File: config.mk
export PLATFORM = sky130hd
export DESIGN_NAME = seq_addsub
export DESIGN_NICKNAME = d
export VERILOG_FILES = /design/src/rtl/seq_addsub.sv
export SDC_FILE = /design/constraint.sdc
export NUM_CORES = 1
export LEC_CHECK = 0
export BUFFER_PORTS_ARGS = -buffer_cell sky130_fd_sc_hd__buf_2
export CELL_PAD_IN_SITES_DETAIL_PLACEMENT = 2
export CELL_PAD_IN_SITES_GLOBAL_PLACEMENT = 2
export CORE_MARGIN = 2
export CORE_UTILIZATION = 36
export CTS_CLUSTER_SIZE = 16
export DETAILED_ROUTE_END_ITERATION = 10
export PLACE_DENSITY = 0.87
export REMOVE_ABC_BUFFERS = 1
export SLEW_MARGIN = 30
export SYNTH_ARGS = -nofsm -noshare
export SYNTH_HDL_FRONTEND = slang
export SYNTH_SLANG_ARGS = --single-unit
export TNS_END_PERCENT = 100
File: constraint.sdc
create_clock -name clk -period 3.5 [get_ports clk]
set_clock_uncertainty 0.05 [all_clocks]
set_input_delay 0.35 -clock clk [delete_from_list [all_inputs] [get_ports clk]]
set_output_delay 0.35 -clock clk [all_outputs]
set_load 0.03 [all_outputs]
File: src/rtl/seq_addsub.sv
// seq_addsub: multi-cycle adder/subtractor, DIGIT bits per clock, LSB chunk first.
// Ports: clk, rst_n (async, active-low); in_valid/in_ready accept x, y, cin, sub;
//        out_valid/out_ready deliver s, cout (1 = no borrow when subtracting), ovf;
//        busy is high whenever the unit is not idle.
module seq_addsub #(
   parameter int WIDTH = 16,
   parameter int DIGIT = 4
) (
   input  logic             clk,
   input  logic             rst_n,
   input  logic             in_valid,
   output logic             in_ready,
   input  logic [WIDTH-1:0] x,
   input  logic [WIDTH-1:0] y,
   input  logic             cin,
   input  logic             sub,
   output logic             out_valid,
   input  logic             out_ready,
   output logic [WIDTH-1:0] s,
   output logic             cout,
   output logic             ovf,
   output logic             busy
);

   localparam int N  = WIDTH / DIGIT;
   localparam int CW = (N > 1) ? $clog2(N) : 1;
   localparam int IW = (WIDTH > 1) ? $clog2(WIDTH) : 1;
   localparam logic [CW-1:0] LAST = CW'(N - 1);

   typedef enum logic [1:0] {
      IDLE,
      RUN,
      DONE
   } state_t;

   state_t r_state;
   state_t w_next;

   logic [WIDTH-1:0] r_a;
   logic [WIDTH-1:0] r_b;
   logic [WIDTH-1:0] r_part;
   logic             r_c;
   logic [CW-1:0]    r_k;
   logic [WIDTH-1:0] r_s;
   logic             r_cout;
   logic             r_ovf;

   logic [IW-1:0]    w_idx;
   logic [DIGIT-1:0] w_ca;
   logic [DIGIT-1:0] w_cb;
   logic [DIGIT:0]   w_sum;
   logic [WIDTH-1:0] w_full;
   logic             w_accept;
   logic             w_last;

   assign w_accept = (r_state == IDLE) && in_valid;
   assign w_last   = (r_k == LAST);

   // Current chunk slice and the partial result with this chunk merged in,
   // so the last chunk can commit the full-width result in the same edge.
   always_comb begin
      w_idx  = IW'(int'(r_k) * DIGIT);
      w_ca   = r_a[w_idx +: DIGIT];
      w_cb   = r_b[w_idx +: DIGIT];
      w_sum  = {1'b0, w_ca} + {1'b0, w_cb} + {{DIGIT{1'b0}}, r_c};
      w_full = r_part;
      w_full[w_idx +: DIGIT] = w_sum[DIGIT-1:0];
   end

   always_ff @(posedge clk or negedge rst_n) begin
      if (!rst_n) begin
         r_state <= IDLE;
      end else begin
         r_state <= w_next;
      end
   end

   always_comb begin
      w_next    = r_state;
      in_ready  = 1'b0;
      out_valid = 1'b0;
      busy      = 1'b1;
      unique case (r_state)
         IDLE: begin
            in_ready = 1'b1;
            busy     = 1'b0;
            if (in_valid) begin
               w_next = RUN;
            end
         end
         RUN: begin
            if (w_last) begin
               w_next = DONE;
            end
         end
         DONE: begin
            out_valid = 1'b1;
            if (out_ready) begin
               w_next = IDLE;
            end
         end
         default: begin
            w_next = IDLE;
         end
      endcase
   end

   always_ff @(posedge clk or negedge rst_n) begin
      if (!rst_n) begin
         r_a    <= '0;
         r_b    <= '0;
         r_part <= '0;
         r_c    <= 1'b0;
         r_k    <= '0;
         r_s    <= '0;
         r_cout <= 1'b0;
         r_ovf  <= 1'b0;
      end else if (w_accept) begin
         // Subtract as x + ~y + 1; cin is not used in that mode.
         r_a    <= x;
         r_b    <= sub ? ~y : y;
         r_c    <= sub ? 1'b1 : cin;
         r_k    <= '0;
         r_part <= '0;
      end else if (r_state == RUN) begin
         r_part <= w_full;
         r_c    <= w_sum[DIGIT];
         r_k    <= r_k + 1'b1;
         if (w_last) begin
            r_s    <= w_full;
            r_cout <= w_sum[DIGIT];
            r_ovf  <= (r_a[WIDTH-1] == r_b[WIDTH-1]) &&
                      (w_full[WIDTH-1] != r_a[WIDTH-1]);
         end
      end
   end

   assign s    = r_s;
   assign cout = r_cout;
   assign ovf  = r_ovf;

endmodule

[Yosys cells after proc, flatten, opt, wreduce, memory -nomap -nowiden]
Index checks and enable logic that the tools add are counted.
Cells by class
  add/subtract/negate cells: 4
  eq/ne operators: 8
  shift-type cells: 4
  mux-type cells: 16
  bitwise gates (word level): 2
  reduce and logical (&&, ||, !) cells: 6
Operators with widths (number)
  16-bit 2-to-1 mux: 3
  16-bit by 5-bit variable part select with 4-bit output: 2
  16-bit bitwise mux: 1
  16-bit NOT: 1
  4-bit by 6-bit variable shift with 16-bit output (first input constant): 1
  4-bit by 6-bit variable part select with 16-bit output: 1
  2-bit 2-to-1 mux: 5
  1-bit 2-to-1 mux: 6
  2-bit inequality test (second input constant): 3
  4-bit negator with 6-bit output: 1
  2-bit one-hot mux with 3 select lines: 1
  3-bit AND reduction: 2
  4-bit by 4-bit adder with 5-bit output: 1
  5-bit by 1-bit adder with 5-bit output: 1
  2-bit == test (second input constant): 2
  2-bit by 1-bit adder with 2-bit output (second input constant): 1
  2-bit by 1-bit == test with 1-bit output (second input constant): 1
  1-bit logical AND: 2
  2-bit logical NOT: 1
  2-bit nonzero test: 1
  1-bit == test: 1
  1-bit inequality test: 1
  1-bit NOT: 1
Storage, ports and cells
  register bits: 71
  bits of input ports: 38
  output and inout port bits: 21
  logic and storage cells: 49

[Longest topological paths before layout]
Gate-level depths: netlist (run 1).
  word-level depth: 7
  depth in mapped cells: 10

[Least setup slack after synthesis (run 1)]
No wires, ideal clock.
  path type: flip-flop to flip-flop
  from: register r_k[0]
  to: register r_part[1]
  arrival: 2.606 ns
  setup slack: 0.778 ns
  stages on the path, launching flop included: 9
  clock period less this slack: 2.722 ns
  cells stage by stage: dfrtp_1 buf_6 buf_2 mux4_2 fa_1 inv_1 fa_1 nor2_1 a22o_1
On the way
  word-level cells in the longest chain between the ends: 7
  elaborated cells between the ends (all ways): 10
  classes of those cells: add/sub (3); shift (4); mux (3)
RTL lines
  from (decl): line 43  | logic [CW-1:0] r_k;
  from (signal assigned): line 128  | r_k <= r_k + 1'b1;
  16-bit by 5-bit variable part select with 4-bit output (on tied branches): line 63, 64
  4-bit by 4-bit adder with 5-bit output: line 65  | w_sum = {1'b0, w_ca} + {1'b0, w_cb} + {{DIGIT{1'b0}}, r_c};
  5-bit by 1-bit adder with 5-bit output: line 65
  4-bit by 6-bit variable part select with 16-bit output: line 67  | w_full[w_idx +: DIGIT] = w_sum[DIGIT-1:0];
  16-bit bitwise mux *: line 67
  16-bit 2-to-1 mux *: line 125  | end else if (r_state == RUN) begin
  16-bit 2-to-1 mux *: line 118  | end else if (w_accept) begin
  to (signal assigned): line 126  | r_part <= w_full;
  to (decl): line 41  | logic [WIDTH-1:0] r_part;
Mark *: on every way between the ends. The rest lies on a longest branch, timed or not. The select of a mux whose other input is x is not followed.
A chain may end at the register's enable or synchronous reset.

[Worst setup path after layout (run 1)]
  from: register r_k[0]
  to: register r_s[7], in the netlist s[7]
On the way
  word-level cells in the longest chain between the ends: 5
  elaborated cells between the ends (all ways): 10
  classes of those cells: add/sub (3); eq/ne (1); shift (4); mux (1); reduce/logical (1)
RTL lines
  16-bit by 5-bit variable part select with 4-bit output (on tied branches): line 63, 64
  4-bit by 4-bit adder with 5-bit output: line 65
  5-bit by 1-bit adder with 5-bit output: line 65
  4-bit by 6-bit variable part select with 16-bit output: line 67
  16-bit bitwise mux: line 67
  to (signal assigned): line 130  | r_s <= w_full;
  to (decl): line 44  | logic [WIDTH-1:0] r_s;
Several ways; a longest one is shown, not always the timed one.

==> run_results.csv, run 1 <==
group,metric,value,unit
worst_setup_path,crit_path_cell_trace,"mux4_2 > ha_1 > a21oi_1 > a21boi_0 > buf_4 > o32ai_1 > mux2_2",
worst_setup_path,startpoint_type,"flip-flop",
clock_tree,cts_tree,"done",
yosys,yosysSeqAreaShare,51.0,%
clock_tree,postCtsSetupBuffers,0,
status,outcome,"complete, no violations",
layout,fill_cells,1029,
power_and_ir_drop,switchingPower,2.01,mW
layout,fin_nets,440,
placement,dp_hpwl,6960,um
clock_tree,clk_latency,0.35,ns
yosys,ys_ff_latch,71,
power_and_ir_drop,comb_power_share,53.1,%
clock_tree,cts_resized,0,
yosys,synth_edf_count,0,
clock_tree,cts_root_buf,"clkbuf_8",
floorplan,start_util,37.4,%
floorplan,fp.dieH,102,um
global_routing,overflow,0,
layout,regArea,0.00178,mm^2
worst_setup_path,critPathSlowestCell,"dfrtp_1",
yosys,ys_types,43,
floorplan,io_pins,59,
yosys,async_flop_share,100,%
timing,setup_viol,0,
yosys,synth_top_area_share,51.0,%
power_and_ir_drop,power_density,1070,mW/mm^2
route,route.vias.total,2718,
placement,io_buffers,58,
timing,slew_viol_final,0,
yosys,synthCells,336,
yosys,netlist_area,0.00349,mm^2
timing,finalSetupTns,0,ns
layout,stdcell_count,523,
timing,relSlewSlack,42.5,%
clock_tree,numCtsBuffers,9,
clock_tree,cts_hold_buf,0,
worst_setup_path,critical-path-top-delay-family,"compound AO/OA/AOI/OAI gates",
route,drt-wirelength-per-cell,18.1,um
worst_setup_path,criticalPathCategory,"flip-flop to flip-flop",
worst_setup_path,end_kind,"flip-flop",
yosys,syn_avg_cell_area,10.4,um^2
worst_setup_path,slowest_delay,0.73,ns
worst_setup_path,critPathBufInv,1,
global_routing,grt_pass1_wl,16000,um
clock_tree,clockBufferDepth,2,
yosys,synth.area.top_cells,"dfrtp_1 (51%), nand2_1 (8.6%), mux4_2 (5.2%), o21ai_0 (4.6%), xnor2_1 (4.3%)",
timing,rsz0062_at_grt,"false",
run,maxCapViolCount,0,
layout,area_growth,16.5,%
route,drt-total-wl,9490,um
layout,antenna_cells,0,
global_routing,grt_max_degree,38,
worst_setup_path,crit_required,3.74,ns
power_and_ir_drop,clock_power_share,13.4,%
placement,gp_congestion,0.781,
route,ant_nets,0,
power_and_ir_drop,p_leak,1.94,nW
floorplan,die-area,0.0105,mm^2
yosys,yosysWarnings,0,
layout,drive_gt1_share,23.6,%
power_and_ir_drop,seq_power_share,33.5,%
yosys,ys.flop_type,"dfrtp_1",
route,routed_via_density,5.20,
timing,fmax,321,MHz
power_and_ir_drop,intPower,2.32,mW
timing,hold_violations,0,
clock_tree,cts-htree-levels,3,
timing,period_share,88.9,%
global_routing,first_global_vias,3108,
route,drc,0,
timing,tightest_slew,0.863,ns
power_and_ir_drop,irDropWorstVdd,0.397,mV
clock_tree,cts_sinks,71,
floorplan,fp-row-count,35,
power_and_ir_drop,p_sw_share,46.4,%
yosys,synth_top_area_cell,"dfrtp_1",
global_routing,antenna_found_initial,0,
floorplan,die_w,102,um
global_routing,track_usage,20.0,%
placement,dp_cells,509,
worst_setup_path,cp_max_fo,11,
min_path,hp-class,"input port to asynchronous set/reset pin",
floorplan,core-area,0.00933,mm^2
layout,multi_input_area,0.00156,mm^2
clock_tree,clk_pin_slew,0.07,ns
worst_setup_path,arrival,3.35,ns
timing,min_period,3.11,ns
route,dr.pass1.iters,4,
route,drtIter0Drc,88,
## state kept, by name, indices dropped and copies added, names as in the netlist, 2 cells and up
register,count
r_b,16
r_a,16
r_state,2
r_k,2
s,16
r_part,16
## logic make-up (layout without fill, tap and decap cells)
group | after synthesis | count (layout) | synth area share (%)
compound gates | 77 | 77 | 14.5
xor+xnor | 17 | 17 | 4.27
fa+ha+maj | 11 | 11 | 4.38
buf+inv | 37 | 95 | 4.45
flops | 71 | 71 | 51.0
mux | 12 | 12 | 6.46
simple gates | 111 | 111 | 15.0
## final cells by class
type / instances / share of cell area, %
Clock buffer: 13 / 3.91
Clock inverter: 1 / 0.123
Sequential cell: 71 / 43.7
Timing Repair Buffer: 65 / 8.44
Tap cell: 129 / 3.97
Multi-Input combinational cell: 228 / 38.3
Inverter: 16 / 1.48
## cells in the mapped netlist (all sizes together) (3+ instances only)
master and number:
clkbuf 13, ha 9, buf 8, mux4 8
inv 16, nand2 80, xnor2 17, mux2 4
a21oi 11, dfrtp 71, o32ai 3, a32o 8
a22oi 4, nor2 7, o21ai 32, a22o 8
nor2b 4
## worst reg2reg max path, delay by kind of cell, from the launching register on
family / cells / cell delay (ns)
flip-flops: 1 / 0.73
buffers and inverters: 1 / 0.19
adder cells (fa/ha/maj): 1 / 0.38
AO/OA/AOI/OAI: 3 / 0.88
multiplexers: 2 / 0.83
## per-stage QoR
stage	utilization, %	cell area, um^2	hold slack [ns]	power (mW)	worst slack, ns
final	43.6	4060	0.0552	4.33	0.387
after global routing	43.6	4060	0.106	4.67	0.205
after CTS	43.5	4060	0.0772	4.37	0.347
after detailed placement	41.8	3900	0.419	3.74	0.424
after global placement	41.8	3900	0.406	3.57	0.620
after floorplan	-	3390	0.00441	2.94	0.734
## power by group through the flow
stage / clock network, mW / registers, mW / logic (mW)
after global routing: 0.637 / 1.50 / 2.53
after floorplan: 0 / 1.53 / 1.41
after CTS: 0.601 / 1.45 / 2.32
final: 0.581 / 1.45 / 2.30
after global placement: 0 / 1.43 / 2.14
after detailed placement: 0 / 1.46 / 2.28
## worst paths after layout
path | startpoint | to | slack [ns] | cells after the start
hold reg to reg | s[0] | s[0] | 0.43 | 2
setup reg to reg | r_k[0] | s[7] | 0.39 | 7
max in group asynchronous | rst_n | r_b[11] | 2.36 | 2
setup / recovery | r_k[0] | s[7] | 0.39 | 7
min in group clk | out_ready | r_state[1] | 0.14 | 2
hold / removal | rst_n | s[8] | 0.06 | 1
## layer usage
layer	track usage, %	vias to the layer above	wire length [um]
met5	0	-	0
met4	6.77	0	159
met3	3.90	15	314
met2	34.8	59	4880
met1	24.9	1374	4130
li1	-	1270	-
## layout by cell type (no fill, tap or decap), types with 3 or more instances in the layout
master / count
dfrtp_1: 71
ha_1: 9
buf_4: 7
mux4_2: 8
buf_2: 58
inv_1: 16
mux2_2: 4
nand2_1: 79
clkbuf_8: 11
nor2_1: 7
a22o_1: 8
o32ai_1: 3
a21oi_1: 11
xnor2_1: 17
nor2b_1: 4
o21ai_0: 32
a32o_1: 8
a22oi_1: 4
Note: power is estimated with default switching activity, not from simulation.
==> run 2: changes to the inputs <==
--- a/config.mk
+++ b/config.mk
@@ -10,10 +10,12 @@
 export CELL_PAD_IN_SITES_GLOBAL_PLACEMENT = 2
 export CORE_MARGIN = 2
 export CORE_UTILIZATION = 36
+export CTS_BUF_LIST = sky130_fd_sc_hd__clkbuf_16
 export CTS_CLUSTER_SIZE = 16
 export DETAILED_ROUTE_END_ITERATION = 10
 export PLACE_DENSITY = 0.87
 export REMOVE_ABC_BUFFERS = 1
+export SETUP_SLACK_MARGIN = 0.1
 export SLEW_MARGIN = 30
 export SYNTH_ARGS = -nofsm -noshare
 export SYNTH_HDL_FRONTEND = slang
==> run 2 against run 1 <==
Against the previous run: setup slack lost 0.015 ns; global-route usage grew 0.15 points; flip-flop and latch count is the same; sequential share of layout area shrank 0.86 points; register-to-register slack lost 0.02 ns; total power grew 4.4%; die area is the same; routed wire length is essentially flat; combinational power is essentially flat; critical path depth is the same; sequential power is essentially flat; clock power grew 33%; largest cell class unchanged; largest power group unchanged.
==> run_results.csv, run 2 (same netlist as run 1, synthesis figures left out) <==
group,metric,value,unit
worst_setup_path,end_kind,"flip-flop",
layout,fin_nets,440,
worst_setup_path,critPathSlowestCell,"dfrtp_1",
timing,finalWorstSetupSlack,0.372,ns
route,dr.pass1.iters,4,
global_routing,track_usage,20.2,%
clock_tree,clk_latency,0.32,ns
timing,setup_viol,0,
clock_tree,clk_pin_slew,0.05,ns
route,route.vias.total,2696,
worst_setup_path,crit_required,3.72,ns
worst_setup_path,cp-startpoint,"r_k[0]",
floorplan,io_pins,59,
floorplan,start_util,37.4,%
layout,multi_input_area,0.00156,mm^2
floorplan,fp-row-count,35,
clock_tree,clockBufferDepth,2,
worst_setup_path,startpoint_type,"flip-flop",
clock_tree,cts_resized,0,
clock_tree,cts_tree,"done",
layout,drive_gt1_share,23.1,%
clock_tree,cts_sinks,71,
clock_tree,postCtsSetupBuffers,0,
worst_setup_path,r2r-end,"s[7]",
worst_setup_path,slowest_delay,0.72,ns
global_routing,antenna_found_initial,0,
clock_tree,cts_hold_buf,0,
floorplan,die_w,102,um
placement,gp_congestion,0.781,
power_and_ir_drop,power_density,1090,mW/mm^2
placement,dp_hpwl,6960,um
global_routing,overflow,0,
layout,antenna_cells,0,
worst_setup_path,cp_max_fo,11,
worst_setup_path,r2r_cells,7,
placement,detailedPlace.worstSlack,0.424,ns
worst_setup_path,crit_path_cell_trace,"mux4_2 > ha_1 > a21oi_1 > a21boi_0 > buf_4 > o32ai_1 > mux2_2",
floorplan,core-area,0.00933,mm^2
timing,slew_viol_final,0,
route,drtIter0Drc,53,
timing,rsz0062_at_grt,"false",
floorplan,die-area,0.0105,mm^2
timing,finalSetupTns,0,ns
worst_setup_path,criticalPathCategory,"flip-flop to flip-flop",
clock_tree,numCtsBuffers,9,
placement,io_buffers,58,
worst_setup_path,crit_end,"s[7]",
clock_tree,cts-htree-levels,3,
floorplan,fp.dieH,102,um
global_routing,grt_pass1_wl,16000,um
route,drt-total-wl,9490,um
layout,fill_cells,1013,
layout,regArea,0.00178,mm^2
worst_setup_path,arrival,3.34,ns
worst_setup_path,r2r-start,"r_k[0]",
route,routed_via_density,5.15,
route,ant_nets,0,
timing,fmax,320,MHz
timing,relSlewSlack,43.8,%
layout,final_cell_mix,"nand2_1 (79), dfrtp_1 (71), buf_2 (58)",
timing,period_share,89.4,%
layout,final_common_cell,"nand2_1",
worst_setup_path,ff2ff_setup_slack,0.37,ns
timing,tightest_slew,0.843,ns
route,drt-wirelength-per-cell,18.1,um
global_routing,grt_max_degree,38,
timing,hold_violations,0,
timing,fin_hold_ws,0.0796,ns
run,maxCapViolCount,0,
route,drc,0,
layout,area_growth,18.8,%
min_path,hp-class,"input port to asynchronous set/reset pin",
power_and_ir_drop,p_leak,1.99,nW
power_and_ir_drop,irDropWorstVdd,0.406,mV
timing,min_period,3.13,ns
global_routing,first_global_vias,3058,
clock_tree,cts_root_buf,"clkbuf_16",
status,outcome,"complete, no violations",
==> run 2: worst min-delay path by stage <==
stage               start  slack (ns)  cells past startpoint   end
floorplan           rst_n       0.004                      0  cout
global placement     s[2]        0.41                      2  s[2]
detailed placement   s[0]        0.42                      2  s[0]
CTS                 rst_n        0.11                      1  s[8]
global route        rst_n        0.15                      1  s[8]
finish              rst_n        0.08                      1  s[8]
==> run 2: through the flow <==
stage / cell area [um^2] / utilization [%] / cells / total power [mW]
2_1_floorplan: 3390 / - / 315 / 2.94
3_3_place_gp: 3900 / 41.8 / 509 / 3.57
3_5_place_dp: 3900 / 41.8 / 509 / 3.74
4_1_cts: 4140 / 44.4 / 523 / 4.57
5_1_grt: 4140 / 44.4 / 523 / 4.87
6_report: 4140 / 44.4 / 523 / 4.52
==> run 2: worst max-delay path: cells and delay by family, from the launching register on <==
kind	cells	cell delay (ns)
compound gates	3	0.90
fa+ha+maj	1	0.38
mux	2	0.84
buf+inv	1	0.17
flops	1	0.72
==> run 2: final cells by class <==
type	instances	share of cell area [%]
Multi-Input combinational cell	228	37.6
Inverter	16	1.45
Timing Repair Buffer	65	8.27
Clock buffer	9	5.43
Tap cell	129	3.89
Clock inverter	5	0.483
Sequential cell	71	42.9
==> run 2: report_power, final <==
group          switching [mW]  total [mW]  internal, mW  leakage [nW]
registers               0.276        1.45          1.18         0.925
logic                    1.43        2.29         0.855         0.933
clock network           0.315       0.774         0.459         0.129
total                    2.03        4.52          2.49          1.99
==> run 2: metal layers <==
| metal | routed length, um | share of wire (%) | vias up | track usage, % |
|---|---|---|---|---|
| met5 | 0 | 0 | - | 0 |
| met2 | 5130 | 54 | 42 | 37.1 |
| li1 | - | - | 1268 | - |
| met3 | 220 | 2.3 | 6 | 3.08 |
| met1 | 4070 | 43 | 1380 | 24.5 |
| met4 | 67 | 0.71 | 0 | 5.54 |
